### src/rtl/pool_window_gen.sv
// pool_window_gen: producer side of the 2x2 max-pool datapath.
// Buffers each even row of a raster-order pixel stream. On every odd-column
// pixel of the following odd row it emits one non-overlapping 2x2 window,
// packed in the lane order the max-pool unit consumes:
//   [D-1:0]=p(r,c)  [2D-1:D]=p(r,c+1)  [3D-1:2D]=p(r+1,c)  [4D-1:3D]=p(r+1,c+1)
// Optional feature: define POOL_WIN_CNT_EN to add a saturating 16-bit count
// of accepted windows (win_count).
module pool_window_gen #(
  parameter int DATA_W = 8,
  parameter int IMG_W  = 16,
  parameter int IMG_H  = 16
) (
  input  logic                clk,
  input  logic                reset_n,
  input  logic                clear,
  input  logic                in_valid,
  output logic                in_ready,
  input  logic [DATA_W-1:0]   in_data,
  output logic                out_valid,
  input  logic                out_ready,
  output logic [4*DATA_W-1:0] out_window,
  output logic                frame_done
`ifdef POOL_WIN_CNT_EN
  ,
  output logic [15:0]         win_count
`endif
);

  localparam int COL_W = (IMG_W > 2) ? $clog2(IMG_W) : 1;
  localparam int ROW_W = (IMG_H > 2) ? $clog2(IMG_H) : 1;
  localparam logic [COL_W-1:0] COL_LAST = COL_W'(IMG_W - 1);
  localparam logic [ROW_W-1:0] ROW_LAST = ROW_W'(IMG_H - 1);

  // TOP: even row, filling the line buffer. BOT: odd row, emitting windows.
  typedef enum logic {
    ST_TOP = 1'b0,
    ST_BOT = 1'b1
  } state_e;

  state_e                state_q, state_d;
  logic [COL_W-1:0]      col_q, col_d;
  logic [ROW_W-1:0]      row_q, row_d;
  logic [DATA_W-1:0]     hold_q, hold_d;
  logic                  out_valid_q, out_valid_d;
  logic [4*DATA_W-1:0]   out_window_q, out_window_d;
  logic                  last_q, last_d;     // held window is the frame's last one
  logic                  frame_done_q, frame_done_d;
  logic [DATA_W-1:0]     linebuf_q [IMG_W];
  logic                  lb_we;
  logic                  in_xfer;
  logic                  out_accept;
  logic                  col_end;

`ifdef POOL_WIN_CNT_EN
  logic [15:0]           win_count_q, win_count_d;
`endif

  assign in_ready   = ~out_valid_q | out_ready;
  assign in_xfer    = in_valid & in_ready;
  assign out_accept = out_valid_q & out_ready;
  assign col_end    = (col_q == COL_LAST);

  assign out_valid  = out_valid_q;
  assign out_window = out_window_q;
  assign frame_done = frame_done_q;

  // Next-state logic: raster counters, row-parity FSM, output register refill.
  // NOTE: every signal gets its default before any branch, so no path leaves
  // a combinational output unassigned and no latch is inferred.
  always_comb begin
    state_d      = state_q;
    col_d        = col_q;
    row_d        = row_q;
    hold_d       = hold_q;
    out_valid_d  = out_valid_q;
    out_window_d = out_window_q;
    last_d       = last_q;
    frame_done_d = out_accept & last_q;
    lb_we        = 1'b0;

    // An accepted window empties the register unless a new one refills it below.
    if (out_accept) begin
      out_valid_d = 1'b0;
    end

    if (clear) begin
      // Frame restart wins over all traffic; any input beat this cycle is dropped.
      state_d      = ST_TOP;
      col_d        = '0;
      row_d        = '0;
      out_valid_d  = 1'b0;
      frame_done_d = 1'b0;
    end else if (in_xfer) begin
      if (col_end) begin
        col_d = '0;
        row_d = (row_q == ROW_LAST) ? '0 : row_q + 1'b1;
      end else begin
        col_d = col_q + 1'b1;
      end

      unique case (state_q)
        ST_TOP: begin
          lb_we = 1'b1;
          if (col_end) state_d = ST_BOT;
        end
        ST_BOT: begin
          if (!col_q[0]) begin
            hold_d = in_data;
          end else begin
            out_window_d = {in_data, hold_q, linebuf_q[col_q], linebuf_q[col_q - COL_W'(1)]};
            out_valid_d  = 1'b1;
            last_d       = (row_q == ROW_LAST) && col_end;
          end
          if (col_end) state_d = ST_TOP;
        end
        default: state_d = ST_TOP;
      endcase
    end
  end

  // Control and output registers.
  // NOTE: sequential state uses non-blocking assignments only, so every flop
  // samples the values from before the edge regardless of statement order.
  always_ff @(posedge clk or negedge reset_n) begin
    if (!reset_n) begin
      state_q      <= ST_TOP;
      col_q        <= '0;
      row_q        <= '0;
      hold_q       <= '0;
      out_valid_q  <= 1'b0;
      out_window_q <= '0;
      last_q       <= 1'b0;
      frame_done_q <= 1'b0;
    end else begin
      state_q      <= state_d;
      col_q        <= col_d;
      row_q        <= row_d;
      hold_q       <= hold_d;
      out_valid_q  <= out_valid_d;
      out_window_q <= out_window_d;
      last_q       <= last_d;
      frame_done_q <= frame_done_d;
    end
  end

  // Line buffer write port; reads above are asynchronous.
  // NOTE: the line buffer has no reset: every entry is rewritten in TOP before
  // BOT reads it, and leaving it unreset lets it map onto plain RAM/LUT storage.
  always_ff @(posedge clk) begin
    if (lb_we) begin
      linebuf_q[col_q] <= in_data;
    end
  end

`ifdef POOL_WIN_CNT_EN
  // Saturating count of accepted windows; survives frame boundaries.
  always_comb begin
    win_count_d = win_count_q;
    if (clear) begin
      win_count_d = '0;
    end else if (out_accept && (win_count_q != 16'hFFFF)) begin
      win_count_d = win_count_q + 16'd1;
    end
  end

  // Window counter register.
  always_ff @(posedge clk or negedge reset_n) begin
    if (!reset_n) win_count_q <= '0;
    else          win_count_q <= win_count_d;
  end

  assign win_count = win_count_q;
`endif

endmodule

### config.mk
export PLATFORM = sky130hd
export DESIGN_NAME = pool_window_gen
export DESIGN_NICKNAME = d
export VERILOG_FILES = /design/src/rtl/pool_window_gen.sv
export SDC_FILE = /design/constraint.sdc
export NUM_CORES = 1
export LEC_CHECK = 0
export ABC_AREA = 1
export CAP_MARGIN = 10
export CORE_MARGIN = 5
export CORE_UTILIZATION = 60
export DETAILED_ROUTE_END_ITERATION = 10
export GPL_TIMING_DRIVEN = 0
export PLACE_DENSITY = 0.82
export SLEW_MARGIN = 5
export SYNTH_ARGS = -nofsm -noshare
export SYNTH_HDL_FRONTEND = slang
export SYNTH_SLANG_ARGS = --single-unit
### constraint.sdc
create_clock -name clk -period 2.8 [get_ports clk]
set_clock_uncertainty 0.1 [all_clocks]
set_input_delay 0.56 -clock clk [delete_from_list [all_inputs] [get_ports clk]]
set_output_delay 0.56 -clock clk [all_outputs]
set_load 0.02 [all_outputs]
==> impl_metrics.ini, run 1 <==
[finish]
layout-drive-gt1-share = 0.0905
area_growth_pct = 15.3
antennaDiodeCount = 0
nets = 1155
finalNonFillerCells = 1333

[pwr]
power_leakage_nw = 4.73
total_power_mw = 6.09
power_density_nw_per_um2 = 588
switching_share = 0.272
p_int_mw = 4.43
p_sw_mw = 1.66
worst_ir_drop_vdd_mv = 0.446
pwr-share-clk = 0.374
combinationalPowerShare = 0.151
sequentialPowerShare = 0.476

[critical_path]
criticalPathCategory = in -> reg
cp-end-kind = flop
worst_setup_path_start_kind = primary input
cp.arrival_ns = 2.74
cp.required_ns = 2.76
crit_fanout = 8

[synth]
synth-async-reset-ratio = 0.289
yosysWarnings = 0
ys.flop_type = edfxtp_1
synth-seq-cells = 180
yosysSeqAreaShare = 0.572
synth_edf_count = 128
synth_area_per_cell_um2 = 8.41
syn_nets = 1088
yosys.area.top_type = edfxtp_1
synth_cells = 1069
syn_area_um2 = 8990
synth_top_cell_area_share = 0.428
synth.top_cells.by_count = nand2_1, nand3_1, inv_1, edfxtp_1, dfrtp_1
synth.most_common_cell = nand2_1
synth_cell_types = 29
ys_top_cells_by_area = edfxtp_1, nand2_1, dfrtp_1

[drt]
vias_per_cell = 5.86
wirelength_mm = 27.8
drtPass1Iterations = 6
avgRoutedWirePerCell_um = 20.9
via_count = 7805
postRouteAntennaNets = 0
drc = 0
drtIter0Drc = 966

[clock_network]
cts_setup_buffers = 0
insertion_delay_ns = 0.44
path_clk_slew_ns = 0.06
clk_path_buf_depth = 2
cts-htree-levels = 4
cts_tree = yes
cts_inserted_buffers = 17
root_buffer = clkbuf_16
numClockSinks = 180

[timing]
hold_violations = 0
tightest_slew_ns = 1.02
max_freq_ghz = 0.361
setup_tns_ns = 0
drv_slew = 0
period_share = 0.990
slew_headroom = 0.315
setup_viol = 0
rsz0062_at_grt = yes
fin_crit_ns = 2.77

[die]
fp-row-count = 44
io_pins = 48
coreArea_um2 = 14600
die_width_um = 132
die_area_um2 = 17500
die_h_um = 132
initial_core_util = 0.616

[placed_design]
gp_congestion = 1.03
io_buffers = 47
hpwl_mm = 19.3
dpl.cell_count = 1301

[run_status]
outcome = finished, final reports clean

[grt]
antenna_found_initial = 0
grt_pass1_vias = 7257
grt.overflow.total = 0
grt_usage = 0.318
grt_max_degree = 39
grt_pass1_wl_mm = 41.7

[min_path]
hp-class = reg -> reg

[run]
maxCapViolations = 0
## worst max-delay path: stages
cell             delay [ns]
clkdlybuf4s50_1        0.47
inv_1                  0.06
nand2_1                0.11
nand2_1                0.11
inv_1                  0.14
nand2_1                0.10
nor2_1                 0.21
nand2_1                0.24
nor2_1                 0.72
## worst paths after layout
kind / from / to / slack, ns / cells after the start
max: out_ready / linebuf_q[8][2] / 0.03 / 9
min: out_window[22] / out_window[22] / 0.37 / 2
max reg2reg: col_q[1] / out_window[0] / 0.12 / 12
min reg2reg: out_window[22] / out_window[22] / 0.37 / 2
max in group asynchronous: reset_n / col_q[3] / 1.64 / 3
min in group asynchronous: reset_n / out_window[17] / 0.45 / 2
## registers in the layout, summed over array words and instances (netlist names)
name,flops
last_q,1
hold_q,8
out_window,32
out_valid,1
frame_done,1
state_q,1
linebuf_q,128
row_q,4
col_q,4
## per-layer routing
| metal | global-route usage | share of wire | vias to the layer above | wire length [um] |
|---|---|---|---|---|
| met4 | 0.152 | 0.047 | 0 | 1320 |
| met2 | 0.488 | 0.46 | 508 | 12700 |
| met3 | 0.0767 | 0.11 | 108 | 3030 |
| li1 | - | - | 3553 | - |
| met1 | 0.430 | 0.39 | 3636 | 10700 |
| met5 | 0 | 0 | - | 0 |
## per-stage QoR
| step | utilization | hold WS [ns] | instance area [um^2] | setup slack, ns |
|---|---|---|---|---|
| 6_report | 0.710 | 0.372 | 10400 | 0.0280 |
| 4_1_cts | 0.705 | 0.374 | 10300 | 0.00171 |
| 3_3_place_gp | 0.664 | 0.353 | 9690 | -0.402 |
| 5_1_grt | 0.710 | 0.389 | 10400 | -0.179 |
| 3_5_place_dp | 0.665 | 0.358 | 9710 | -0.413 |
| 2_1_floorplan | - | 0.164 | 8990 | 0.555 |
## cell type report
| class | count | area, um^2 |
|---|---|---|
| clock buffer | 26 | 519 |
| inverter | 144 | 543 |
| sequential | 180 | 5140 |
| fill | 1133 | 4230 |
| multi-input combinational | 692 | 3090 |
| tap | 184 | 230 |
| clock inverter | 6 | 41.3 |
| buffer | 52 | 295 |
| timing repair buffer | 49 | 495 |
## timing repair
item,CTS,global route
setup endpoints to repair,8,136
resized for setup,9,28
hold endpoints to repair,14,0
pin swaps,0,0
hold buffers,1,0
## power groups by stage
| stage | sequential (mW) | combinational (mW) | clock (mW) |
|---|---|---|---|
| global placement | 2.95 | 0.843 | 0 |
| CTS | 2.90 | 0.865 | 2.27 |
| floorplan | 2.96 | 0.484 | 0 |
| global route | 2.90 | 0.971 | 2.41 |
| finish | 2.90 | 0.917 | 2.28 |
| detailed placement | 2.95 | 0.851 | 0 |
## logic make-up (layout without fill, tap and decap cells)
group | count (synthesis) | after routing | share of synthesized area
AND/OR/NAND/NOR | 622 | 622 | 0.287
adder cells (fa/ha/maj) | 6 | 6 | 0.00835
AO/OA/AOI/OAI | 59 | 59 | 0.0344
flip-flops | 180 | 180 | 0.572
XOR/XNOR | 4 | 4 | 0.00557
buffers and inverters | 197 | 277 | 0.0916
multiplexers | 1 | 1 | 0.00111
## cell usage in the layout (no fill, tap or decap), types with 3 or more instances in the layout
cell / count
buf_2: 18
nor2_1: 32
inv_4: 4
o21ai_1: 7
inv_2: 4
nand3_1: 174
dfrtp_1: 52
edfxtp_1: 128
ha_1: 5
clkbuf_4: 6
clkbuf_16: 18
inv_1: 138
nand2_1: 393
o21ai_0: 29
nor2_2: 12
or2_2: 8
buf_4: 19
a21oi_1: 17
clkdlybuf4s50_1: 46
clkbuf_2: 3
clkbuf_1: 13
Power figures use the tool's default switching activity.
==> inputs of run 2 (changes only) <==
- REMOVE_ABC_BUFFERS: not set -> 1
==> run 2 against run 1 <==
  * The flow now finishes with violations (negative setup slack)
  * Sequential share of layout area shrank 0.21 points
  * Final cell count down 2.6%
  * Combinational power is 5.9% lower
  * Register-to-register slack got worse by 0.04 ns
  * Critical path depth stayed put
  * Via count fell by 2.5%
  * Worst hold slack lost 0.32 ns
  * Maximum frequency is 1.5% lower
  * Wire length is 12% lower
  * Clock-buffer cell count decreased by 7
  * Critical path type unchanged
  * Largest cell class unchanged
  * Highest routed layer unchanged
==> impl_metrics.ini, run 2 (same netlist as run 1, synthesis figures left out) <==
[run_status]
outcome = finished with violations
violations = negative setup slack

[critical_path]
cp_slowest_cell = nor2_2
cp-end-kind = flop
cp.arrival_ns = 2.79
path_cells = clkdlybuf4s50_1, inv_1, nand2_1, nand2_1, inv_1, nand2_1, nor2_1, nand2_1, nor2_2
worst-path-buf-inv = 3
crit_fanout = 8
crit_path_frequent_cell = nand2_1
crit_family = simple AND/OR/NAND/NOR gates
criticalPathCategory = in -> reg
worst_setup_path_start_kind = primary input
critPathMaxStageDelay_ns = 0.55
cp.required_ns = 2.78

[drt]
drtIter0Drc = 1192
avgRoutedWirePerCell_um = 18.9
wirelength_mm = 24.6
drc = 0
vias_per_cell = 5.86
postRouteAntennaNets = 0
drtPass1Iterations = 6
via_count = 7610

[min_path]
hp-class = in -> async

[clock_network]
cts_inserted_buffers = 17
numClockSinks = 180
path_clk_slew_ns = 0.07
cts_tree = yes
cts-htree-levels = 4
root_buffer = clkbuf_16
insertion_delay_ns = 0.44
clk_path_buf_depth = 2
holdBufCountCts = 0

[timing]
hold_ws_ns = 0.0470
tightest_slew_ns = 0.800
setup_viol = 12
fin_crit_ns = 2.82
hold_violations = 0
max_freq_ghz = 0.355
period_share = 1.01
drv_slew = 0
setup_slack_ns = -0.0151
rsz0062_at_grt = yes
slew_headroom = 0.464

[finish]
antennaDiodeCount = 0
nets = 1120
layout_commonest_cell = nand2_1
area_growth_pct = 15.9
final_cell_mix = nand2_1, nand3_1, inv_1
num-fill-cells = 1033
fin_util = 0.714
finalNonFillerCells = 1298
layout-drive-gt1-share = 0.0790
largest_register_ffs = 128
top_register = linebuf_q

[die]
io_pins = 48
coreArea_um2 = 14600
die_area_um2 = 17500
die_h_um = 132
die_width_um = 132
fp-row-count = 44
initial_core_util = 0.616

[pwr]
power_density_nw_per_um2 = 589
worst_ir_drop_vdd_mv = 0.508
power_leakage_nw = 4.67
total_power_mw = 6.14

[run]
maxCapViolations = 0

[grt]
grt_usage = 0.270
grt_max_degree = 130
grt_pass1_vias = 7155
antenna_found_initial = 0
grt.overflow.total = 0
grt_pass1_wl_mm = 37.3

[placed_design]
gp_congestion = 0.853
dpl.cell_count = 1251
io_buffers = 47
hpwl_mm = 14.0
==> run 2: cell types whose count changed in the layout (fill, tap and decap cells not counted), sizes merged <==
cell,previous run,this run
buf,38,18
bufinv,0,1
clkbuf,42,19
clkinvlp,0,2
inv,146,148
dlygate4sd3,1,0
clkinv,4,8
==> run 2: report_power, final <==
part           leakage, nW  switching (mW)  internal [mW]
sequential            1.87          0.0290           2.89
combinational         2.51           0.581          0.281
clock                0.294            1.05           1.31
total                 4.67            1.66           4.48
==> run 2: layer usage <==
| layer | vias to the layer above | wire (um) | part of all wire | global-route usage |
|---|---|---|---|---|
| met5 | - | 0 | 0 | 0 |
| met4 | 0 | 798 | 0.032 | 0.107 |
| li1 | 3486 | - | - | - |
| met2 | 529 | 12000 | 0.49 | 0.445 |
| met3 | 96 | 2900 | 0.12 | 0.0718 |
| met1 | 3499 | 8930 | 0.36 | 0.343 |
==> run 2: worst paths after layout <==
path                                     start               to  slack (ns)  cells past startpoint
worst max-delay path                 out_ready  linebuf_q[6][3]       -0.02                      9
worst min-delay path                   reset_n   out_window[22]        0.05                      1
worst max register to register        col_q[2]  linebuf_q[6][3]        0.08                      4
worst min register to register  out_window[22]   out_window[22]        0.37                      2
max in group asynchronous              reset_n         col_q[1]        1.95                      2
min in group clk                out_window[22]   out_window[22]        0.37                      2
==> run 2: repair_timing <==
item                                    in CTS  in global routing
pin swaps                                    0                  2
gates resized for setup                     21                 17
cloned                                       1                  1
endpoints found under the setup margin     129                115
buffers inserted                             8                  5
==> run 2: metrics by stage <==
stage          area [um^2]  TNS, ns  setup WS [ns]
6_report             10400   -0.114        -0.0151
5_1_grt              10400    -4.45         -0.118
4_1_cts              10300    -5.70         -0.217
3_5_place_dp          9520   -64.03          -1.60
3_3_place_gp          9410  -554.61          -5.84
2_1_floorplan         8710  -228.56          -2.82
==> run 2: cell type report <==
type                            count  area [um^2]  area share
Clock buffer                       19          464      0.0445
Clock inverter                     13          119      0.0114
Inverter                          144          573      0.0550
Multi-Input combinational cell    692         3150       0.302
Sequential cell                   180         5150       0.494
Tap cell                          184          230      0.0221
Timing Repair Buffer               64          718      0.0689
Timing Repair inverter              2         18.8     0.00180
